File: src/rtl/rv_lsu_pkg.sv
// rv_lsu_pkg: shared definitions for the load/store unit.
//   - funct3 encodings for byte/half/word loads and stores
//   - lsu_state_t: LSU control state encoding
//   - f3_legal(): funct3 legality for a load or a store
//   - f3_misaligned(): natural-alignment check for a width and byte offset
package rv_lsu_pkg;

   localparam logic [2:0] F3_B  = 3'b000;
   localparam logic [2:0] F3_H  = 3'b001;
   localparam logic [2:0] F3_W  = 3'b010;
   localparam logic [2:0] F3_BU = 3'b100;
   localparam logic [2:0] F3_HU = 3'b101;

   typedef enum logic [1:0] {
      ST_IDLE  = 2'd0,
      ST_ISSUE = 2'd1,
      ST_WAIT  = 2'd2,
      ST_RESP  = 2'd3
   } lsu_state_t;

   // Stores only have signed encodings; loads add the unsigned byte/half.
   function automatic logic f3_legal(input logic write, input logic [2:0] funct3);
      logic ok;
      ok = (funct3 == F3_B) || (funct3 == F3_H) || (funct3 == F3_W);
      if (!write) begin
         ok = ok || (funct3 == F3_BU) || (funct3 == F3_HU);
      end
      return ok;
   endfunction

   // funct3[1:0] carries the access width for every legal encoding.
   function automatic logic f3_misaligned(input logic [2:0] funct3, input logic [1:0] a);
      logic bad;
      bad = 1'b0;
      if (funct3[1:0] == 2'b01) bad = a[0];
      if (funct3[1:0] == 2'b10) bad = (a != 2'b00);
      return bad;
   endfunction

endpackage

File: src/rtl/rv_lsu_align.sv
// rv_lsu_align: load data extraction.
//   mem_rdata in 32  memory word as read
//   offset    in 2   byte offset of the access inside the word
//   funct3    in 3   load type (LB/LH/LW/LBU/LHU)
//   rdata     out 32 shifted and sign/zero-extended result
// Purely combinational so it can be shared with the fetch path.
module rv_lsu_align
   import rv_lsu_pkg::*;
(
   input  logic [31:0] mem_rdata,
   input  logic [1:0]  offset,
   input  logic [2:0]  funct3,
   output logic [31:0] rdata
);

   logic [31:0] shifted;

   assign shifted = mem_rdata >> {offset, 3'b000};

   always_comb begin
      rdata = shifted;
      case (funct3)
         F3_B:    rdata = {{24{shifted[7]}}, shifted[7:0]};
         F3_H:    rdata = {{16{shifted[15]}}, shifted[15:0]};
         F3_BU:   rdata = {24'd0, shifted[7:0]};
         F3_HU:   rdata = {16'd0, shifted[15:0]};
         default: rdata = shifted;
      endcase
   end

endmodule

File: src/rtl/rv_lsu.sv
// rv_lsu: load/store unit between the core datapath and word-organised memory.
// Each request becomes one word-aligned memory access with byte strobes; the
// extended load data (or a fault) is returned over a response handshake.
//
// Ports:
//   clk, reset           clock; asynchronous active-high reset
//   req_valid/req_ready  request handshake (req_ready high only in IDLE)
//   req_write            1 = store, 0 = load
//   req_funct3           RISC-V funct3 of the access
//   req_addr             byte address
//   req_wdata            store data (rs2)
//   rsp_valid/rsp_ready  response handshake
//   rsp_rdata            extended load data; 0 for stores and faults
//   rsp_fault            illegal funct3, timeout, or (trap build) misalignment
//   mem_addr             word-aligned address, valid ISSUE..WAIT
//   mem_wdata, mem_wstrb lane-replicated store data and byte strobes
//   mem_write            write enable, one-cycle pulse in ISSUE
//   mem_addr_ready       address-valid pulse in ISSUE
//   mem_rdata            registered memory read data
//   mem_data_ready       memory data valid; only observed in WAIT
//   state_dbg            current control state (lsu_state_t encoding)
//
// Parameters: ADDR_W address width; TIMEOUT WAIT cycles before a fault
// response (0 disables the timeout).
//
// Build option RV_LSU_MISALIGN_TRAP_EN: when defined, misaligned half/word
// requests fault straight from IDLE with no memory access. When undefined,
// the address low bits are truncated to natural alignment instead.
//
// Handshake: a transfer happens on a rising clk edge where valid and ready
// are both high. The producer holds valid and its payload stable until that
// edge; rsp_valid/rsp_rdata/rsp_fault never change while waiting for rsp_ready.
module rv_lsu
   import rv_lsu_pkg::*;
#(
   parameter int ADDR_W  = 32,
   parameter int TIMEOUT = 255
) (
   input  logic              clk,
   input  logic              reset,
   input  logic              req_valid,
   output logic              req_ready,
   input  logic              req_write,
   input  logic [2:0]        req_funct3,
   input  logic [ADDR_W-1:0] req_addr,
   input  logic [31:0]       req_wdata,
   output logic              rsp_valid,
   input  logic              rsp_ready,
   output logic [31:0]       rsp_rdata,
   output logic              rsp_fault,
   output logic [ADDR_W-1:0] mem_addr,
   output logic [31:0]       mem_wdata,
   output logic [3:0]        mem_wstrb,
   output logic              mem_write,
   output logic              mem_addr_ready,
   input  logic [31:0]       mem_rdata,
   input  logic              mem_data_ready,
   output logic [1:0]        state_dbg
);

   lsu_state_t        state, state_nxt;
   logic [ADDR_W-1:0] addr_q;
   logic [2:0]        f3_q;
   logic              write_q;
   logic [31:0]       wdata_q;
   logic [31:0]       wait_cnt;
   logic [31:0]       rdata_q;
   logic              fault_q;

   logic              req_fire;
   logic              req_bad;
   logic              timeout_hit;
   logic              mem_active;
   logic [1:0]        eff_off;
   logic [3:0]        wstrb_c;
   logic [31:0]       wdata_c;
   logic [31:0]       load_data;

   assign req_fire  = req_valid && req_ready;
   assign state_dbg = state;

`ifdef RV_LSU_MISALIGN_TRAP_EN
   assign req_bad = !f3_legal(req_write, req_funct3) ||
                    f3_misaligned(req_funct3, req_addr[1:0]);
`else
   assign req_bad = !f3_legal(req_write, req_funct3);
`endif

   // Offset truncated to natural alignment; for aligned requests this is just
   // addr[1:0], and misaligned ones only get here in the non-trap build.
   always_comb begin
      eff_off = 2'b00;
      case (f3_q[1:0])
         2'b00:   eff_off = addr_q[1:0];
         2'b01:   eff_off = {addr_q[1], 1'b0};
         default: eff_off = 2'b00;
      endcase
   end

   always_comb begin
      wstrb_c = 4'b0000;
      wdata_c = wdata_q;
      case (f3_q[1:0])
         2'b00: begin
            wstrb_c = 4'b0001 << eff_off;
            wdata_c = {4{wdata_q[7:0]}};
         end
         2'b01: begin
            wstrb_c = 4'b0011 << eff_off;
            wdata_c = {2{wdata_q[15:0]}};
         end
         default: begin
            wstrb_c = 4'b1111;
            wdata_c = wdata_q;
         end
      endcase
      if (!write_q) wstrb_c = 4'b0000;
   end

   rv_lsu_align u_align (
      .mem_rdata (mem_rdata),
      .offset    (eff_off),
      .funct3    (f3_q),
      .rdata     (load_data)
   );

   assign timeout_hit = (TIMEOUT != 0) && (wait_cnt == 32'(TIMEOUT - 1));

   // Memory-side outputs are decoded from state so an asynchronous reset
   // removes any in-flight write or address pulse immediately.
   assign mem_active = (state == ST_ISSUE) || (state == ST_WAIT);
   assign mem_addr   = mem_active ? {addr_q[ADDR_W-1:2], 2'b00} : '0;
   assign mem_wdata  = mem_active ? wdata_c : 32'd0;
   assign mem_wstrb  = mem_active ? wstrb_c : 4'd0;
   assign rsp_rdata  = (state == ST_RESP) ? rdata_q : 32'd0;
   assign rsp_fault  = (state == ST_RESP) ? fault_q : 1'b0;

   always_comb begin
      state_nxt      = state;
      req_ready      = 1'b0;
      rsp_valid      = 1'b0;
      mem_addr_ready = 1'b0;
      mem_write      = 1'b0;
      case (state)
         ST_IDLE: begin
            req_ready = 1'b1;
            if (req_valid) state_nxt = req_bad ? ST_RESP : ST_ISSUE;
         end
         ST_ISSUE: begin
            mem_addr_ready = 1'b1;
            mem_write      = write_q;
            state_nxt      = ST_WAIT;
         end
         ST_WAIT: begin
            if (mem_data_ready || timeout_hit) state_nxt = ST_RESP;
         end
         ST_RESP: begin
            rsp_valid = 1'b1;
            if (rsp_ready) state_nxt = ST_IDLE;
         end
         default: state_nxt = ST_IDLE;
      endcase
   end

   always_ff @(posedge clk or posedge reset) begin
      if (reset) begin
         state    <= ST_IDLE;
         addr_q   <= '0;
         f3_q     <= 3'd0;
         write_q  <= 1'b0;
         wdata_q  <= 32'd0;
         wait_cnt <= 32'd0;
         rdata_q  <= 32'd0;
         fault_q  <= 1'b0;
      end else begin
         state <= state_nxt;
         case (state)
            ST_IDLE: begin
               if (req_fire) begin
                  addr_q  <= req_addr;
                  f3_q    <= req_funct3;
                  write_q <= req_write;
                  wdata_q <= req_wdata;
                  rdata_q <= 32'd0;
                  fault_q <= req_bad;
               end
            end
            ST_ISSUE: wait_cnt <= 32'd0;
            ST_WAIT: begin
               if (mem_data_ready) begin
                  rdata_q <= write_q ? 32'd0 : load_data;
                  fault_q <= 1'b0;
               end else if (timeout_hit) begin
                  rdata_q <= 32'd0;
                  fault_q <= 1'b1;
               end else begin
                  wait_cnt <= wait_cnt + 32'd1;
               end
            end
            default: ;
         endcase
      end
   end

endmodule

File: config.mk
export PLATFORM = sky130hd
export DESIGN_NAME = rv_lsu
export DESIGN_NICKNAME = d
export VERILOG_FILES = /design/src/rtl/rv_lsu_pkg.sv /design/src/rtl/rv_lsu_align.sv /design/src/rtl/rv_lsu.sv
export SDC_FILE = /design/constraint.sdc
export NUM_CORES = 1
export LEC_CHECK = 0
export BUFFER_PORTS_ARGS = -buffer_cell sky130_fd_sc_hd__buf_2
export CAP_MARGIN = 20
export CORE_MARGIN = 3
export CORE_UTILIZATION = 25
export DETAILED_ROUTE_END_ITERATION = 8
export GPL_TIMING_DRIVEN = 0
export PLACE_DENSITY = 0.48
export REMOVE_ABC_BUFFERS = 1
export SYNTH_ARGS = -nofsm -noshare
export SYNTH_HDL_FRONTEND = slang
export SYNTH_SLANG_ARGS = --single-unit
File: constraint.sdc
create_clock -name clk -period 4.9 [get_ports clk]
set_input_delay 0.735 -clock clk [delete_from_list [all_inputs] [get_ports clk]]
set_output_delay 0.735 -clock clk [all_outputs]
set_load 0.02 [all_outputs]
== After elaboration in Yosys (flattened, before gate mapping) ==
Cells that the tools add are included.

* Bits in registers: 135
* Output and inout bits: 107
* Input bits: 105
* Logic and storage cells: 81

* Reduce and logical (&&, ||, !) cells: 18
* Shift-type cells: 3
* $add $sub $neg: 1
* Equal/unequal tests: 19
* Mux-type cells: 32

{| class="wikitable"
|+ Operators by type and width
! kind !! count
|-
| 32-bit two-way mux || 9
|-
| 32-bit case mux with 2 select lines || 3
|-
| 32-bit case mux with 4 select lines || 1
|-
| 32-bit by 1-bit adder with 32-bit output, second input constant || 1
|-
| 32-bit by 8-bit == test with 1-bit output, second input constant || 1
|-
| 32-bit by 5-bit right shift with 32-bit output || 1
|-
| 3-bit == test, second input constant || 4
|-
| 2-bit inequality test, second input constant || 5
|-
| 1-bit two-way mux || 9
|-
| 3-bit AND reduction || 3
|-
| 2-bit two-way mux || 4
|-
| 4-bit two-way mux || 2
|-
| 2-bit case mux with 4 select lines || 1
|-
| 4-bit case mux with 2 select lines || 1
|-
| 3-bit by 1-bit == test with 1-bit output, second input constant || 2
|-
| 3-bit logical NOT || 2
|-
| 1-bit logical OR || 6
|-
| 2-bit by 1-bit == test with 1-bit output, second input constant || 2
|-
| 2-bit == test, second input constant || 2
|-
| 2-bit logical NOT || 2
|-
| 2-bit case mux with 2 select lines || 1
|-
| 2-bit nonzero test || 2
|-
| 1-bit by 2-bit << shifter with 4-bit output, first input constant || 1
|-
| 2-bit by 2-bit << shifter with 4-bit output, first input constant || 1
|-
| 7 further kinds || 7
|}

== Logic depth before layout (Yosys ltp) ==
* Depth in word-level cells: 9
* Mapped depth: 9
* Mapped depth without buffers: 7

== By module ==
From an unflattened synthesis, not the netlist that was laid out.

* Cells, all modules: 699
* Area total of the unflattened synthesis: 7309.5 um^2

{| class="wikitable"
|+ Modules (own cells, without submodules)
! module !! times used !! cells each !! area each (um^2) !! sequential area each (um^2)
|-
| rv_lsu || 1 || 592 || 6615.1 || 3378.2
|-
| rv_lsu_align || 1 || 107 || 694.4 || 0.0
|}

== Worst setup path after synthesis ==
Ideal clock, no wire load.

* Kind: register -> output
* Start point: register state[0] (netlist: state_dbg[0])
* End point: output mem_wdata[10]
* Slack: 2.302 ns
* Cell stages (with the launch flop): 6
* Arrival: 1.863 ns
* Required time: 4.165 ns
* Path through: dfrtp_1 inv_1 ha_1 clkbuf_1 clkbuf_1 a21boi_0

* Cells in the longest elaborated chain, start to end: 3
* Elaborated cells on any way between the ends: 4
* Classes of those cells: 2 x eq/ne; 1 x mux; 1 x reduce/logical

{| class="wikitable"
|+ RTL lines
! item !! RTL line !! RTL
|-
| start, declared || rv_lsu.sv:61 || <nowiki>lsu_state_t state, state_nxt;</nowiki>
|-
| start signal, assigned || rv_lsu.sv:176 || <nowiki>state <= state_nxt;</nowiki>
|-
| 2-bit by 1-bit == test with 1-bit output / 2-bit == test (equally long branches) || rv_lsu.sv:131 || <nowiki>assign mem_active = (state == ST_ISSUE) || (state == ST_WAIT);</nowiki>
|-
| 1-bit logical OR (*) || rv_lsu.sv:131 ||
|-
| 32-bit two-way mux (*) || rv_lsu.sv:133 || <nowiki>assign mem_wdata = mem_active ? wdata_c : 32'd0;</nowiki>
|-
| end, declared || rv_lsu.sv:52 || <nowiki>output logic [31:0] mem_wdata,</nowiki>
|}

Mark *: on every way between the ends. The rest lies on a longest branch, timed or not.

== Final worst setup path ==
* Start point: register f3_q[1]
* End point: output mem_wstrb[3]

* Cells in the longest elaborated chain, start to end: 6
* Elaborated cells on any way between the ends: 8
* Classes of those cells: 1 x eq/ne; 2 x shift; 4 x mux; 1 x reduce/logical

{| class="wikitable"
|+ RTL lines
! item !! RTL line !! RTL
|-
| start, declared || rv_lsu.sv:63 || <nowiki>logic [2:0] f3_q;</nowiki>
|-
| start signal, assigned || rv_lsu.sv:181 || <nowiki>f3_q <= req_funct3;</nowiki>
|-
| 2-bit by 1-bit == test with 1-bit output / 2-bit logical NOT (equally long branches) || rv_lsu.sv:93, rv_lsu.sv:103 ||
|-
| 2-bit case mux with 2 select lines || rv_lsu.sv:93 || <nowiki>case (f3_q[1:0])</nowiki>
|-
| 2-bit by 2-bit << shifter with 4-bit output / 1-bit by 2-bit << shifter with 4-bit output (equally long branches) || rv_lsu.sv:109, rv_lsu.sv:105 ||
|-
| 4-bit case mux with 2 select lines (*) || rv_lsu.sv:103 || <nowiki>case (f3_q[1:0])</nowiki>
|-
| 4-bit two-way mux (*) || rv_lsu.sv:117 || <nowiki>if (!write_q) wstrb_c = 4'b0000;</nowiki>
|-
| 4-bit two-way mux (*) || rv_lsu.sv:134 || <nowiki>assign mem_wstrb = mem_active ? wstrb_c : 4'd0;</nowiki>
|-
| end, declared || rv_lsu.sv:53 || <nowiki>output logic [3:0] mem_wstrb,</nowiki>
|}

Marks and branches as above.

==> summary.md <==
| Metric | Value |
|---|---|
| Critical R2R Launch | wait_cnt[0] |
| Ys flop type | dfrtp_1 |
| Share of post-route cells with drive strength above 1 | 0.414 |
| Longest Clk Path Bufs | 2 |
| Starting Density | 0.256 |
| CTS tree | yes |
| Final worst-path setup slack | 1.25 ns |
| Reg area | 3380 um^2 |
| Drt pass-1 iters | 4 |
| Die ar. | 30800 um^2 |
| Number of enable flip-flop cells after synthesis | 0 |
| Initial antenna violation count | 3 |
| Total negative slack | 0 ns |
| Worst path max stage delay | 0.94 ns |
| Power Dens Cells | approximately 700 nW/um^2 |
| Total routed wirelength | 21.1 mm |
| Crit-path max FO | 21 |
| Most area-hungry cell type in the Yosys netlist | dfrtp_1 |
| Vias per std cell | 4.58 |
| Post-detail-place hpwl | approximately 15 mm |
| Design Power | 6360 uW |
| Fillers | ~3000 |
| Total gr overflow | 0 |
| Final ANT Viol Nets | 0 |
| Reg-to-reg endpoint | rdata_q[12] |
| Synth Cell Area | between 7000 and 8000 um^2 |
| Synth area leaders | dfrtp_1, mux2_2, and2_1 |
| Count of cell types in the netlist | 57 |
| Yosys warns | 0 |
| Most frequent cell after synthesis | dfrtp_1 |
| Pre-CTS WS | 1.63 ns |
| Worst min path class | primary input to asynchronous set/reset pin |
| Via count of the first global-routing pass | 5915 |
| Setup crit end kind | output pin |
| Post-layout min period | 3.65 ns |
| Reg2Reg Setup Slack | 1.81 ns |
| Ys async rst share | 1.00 |
| Share of the synthesized area in the top cell type | 0.470 |
| Max-slew violation count | 0 |
| CTS root buf | clkbuf_16 |
| WL per Instance | 17.0 um |
| CTS buffer count | 17 |
| Iter 0 DRT Violations | between 200 and 250 |
| RSZ-0062 raised after global routing | no |
| Most common library cells after synthesis | dfrtp_1, mux2_2, and2_1 |
| Area grow syn2layout | 29.2% |
| Clk slew on worst S/H paths | about 0.070 ns |
| Cts hold-fix bufs | 0 |
| Critical path arrival | between 2 and 3 ns |
| Routed vias | 5690 |
| Gp weighted congestion | ~0.74 |
| Leakage power | 0.00441 uW |
| CP cell instances | clkinv_1 -> buf_16 -> a21oi_1 -> buf_2 |
| Post-Route Skew | 0.0114 ns |
| R2R cell count | 8 |
| Crit Path Class | flop to output pin |
| CTS resizes | 0 |
| Period utilisation layout | 0.745 |
| Slowest stage cell, crit path | dfrtp_1 |
| Boundary pin count | 212 |
| Status | finished, final reports clean |
| Max_slew headroom | 0.394 |
| Die Width | 176 um |
| Critical path launch point type | flop |
| Sink Count | ~140 |
| Chip Height | ~180 um |
| H-tree levels | 4 |
| Design area | between 9000 and 10000 um^2 |
| Placed cell areas | 8730 um^2 |
| Hold_ws | 0.347 ns |
| Worst EP required | 4.16 ns |
| Largest net degree at the start of global routing | 84 |
| Post-CTS Setup Inserts | 0 |
| Post-synthesis cell count | 652 |
| Clock Latency Late Sink | 0.42 ns |
| Fmax | about 270 MHz |
| Overall routing resource usage | 0.138 |
| Worst slew pin tran | slightly above 0.9 ns |
| Syn Area/Cell | between 10 and 15 um^2 |
| Seq/Total Area, Yosys | 0.470 |
| CORE AREA | roughly 28000 um^2 |
| Final setup vio count | 0 |
| Nets | 960 |
| Yosys reg bits | 135 |
| Max-Cap Viols | 0 |
| IO Port Bufs | roughly 210 |
| Drc violations | 0 |
| Worst Setup SP | f3_q[1] |
| Area of the multi-input gates | 3600 um^2 |
| Core Rows | a little over 60 |
| VDD IR max | 0.299 mV |
| Global-route wire length before repair | 33.7 mm |
| Fin. Hold Viols | 0 |
==> worst max-delay path by stage <==
stage / end / slack, ns / cells past startpoint
2_1_floorplan: addr_q[0] / 0.55 / 1
3_3_place_gp: wdata_q[12] / -1.68 / 2
3_5_place_dp: mem_wstrb[3] / 1.63 / 4
4_1_cts: mem_wstrb[3] / 1.16 / 4
5_1_grt: mem_wstrb[3] / 1.04 / 4
6_report: mem_wstrb[3] / 1.25 / 4
==> final cells by class <==
type	count	share of cell area
inverter	11	0.00498
clock inverter	13	0.0133
multi-input combinational	465	0.388
tap	378	0.0509
clock buffer	19	0.0466
antenna	2	0.000539
sequential	135	0.364
timing repair buffer	219	0.132
==> placed cells by master (no fill, tap or decap), types with 13 or more instances in the layout <==
cell type | Yosys | final
mux2_2 | 76 | 76
nand2_1 | 40 | 38
dfrtp_1 | 135 | 135
nand4_1 | 17 | 17
mux2i_1 | 21 | 21
nand3_1 | 21 | 21
and2_1 | 72 | 72
clkbuf_16 | 0 | 17
buf_2 | 7 | 209
nor2_1 | 40 | 40
o21ai_0 | 13 | 13
==> state kept, by name, summed over array words and instances (netlist names) <==
register,count
addr_q,32
rdata_q,32
wait_cnt,32
wdata_q,32
f3_q,3
state_dbg,2
fault_q,1
write_q,1
==> layer usage <==
layer / part of all wire / vias to the layer above / wire length, um / global-route usage
li1: - / 2741 / - / -
met1: 0.45 / 2739 / 9500 / 0.180
met2: 0.45 / 184 / 9590 / 0.215
met3: 0.082 / 22 / 1740 / 0.0499
met4: 0.014 / 4 / 297 / 0.0393
met5: 0.00066 / - / 14 / 0
==> worst max-delay path, delay by kind of cell, from the launching register on <==
kind                   cells  cell delay (ns)
DFF                        1             0.94
buffers and inverters      3             1.35
AOI/OAI and AO/OA          1             0.19
==> metrics by stage <==
step | cells | utilization
after floorplan | 611 | -
after global placement | 1198 | 0.304
after detailed placement | 1208 | 0.311
after CTS | 1240 | 0.331
after global routing | 1241 | 0.331
final | 1242 | 0.331
==> cell families (layout without fill, tap and decap cells) <==
kind of cell               Yosys count  in the layout  synth area share
other                                1              4          0.000521
adders and majority gates            6              6            0.0104
xor gates and xnor gates             9              9            0.0110
DFF                                135            135             0.470
buffers and inverters               53            262            0.0322
muxes                              104            104             0.170
and+or+nand+nor                    250            250             0.194
AOI/OAI and AO/OA                   94             94             0.112
==> where the power goes <==
group	switching, uW	total (uW)	internal (uW)
Clock	537	1240	705
Combinational	1890	3260	1370
Sequential	331	1870	1540
No activity file was read; power rests on OpenSTA's default activity.
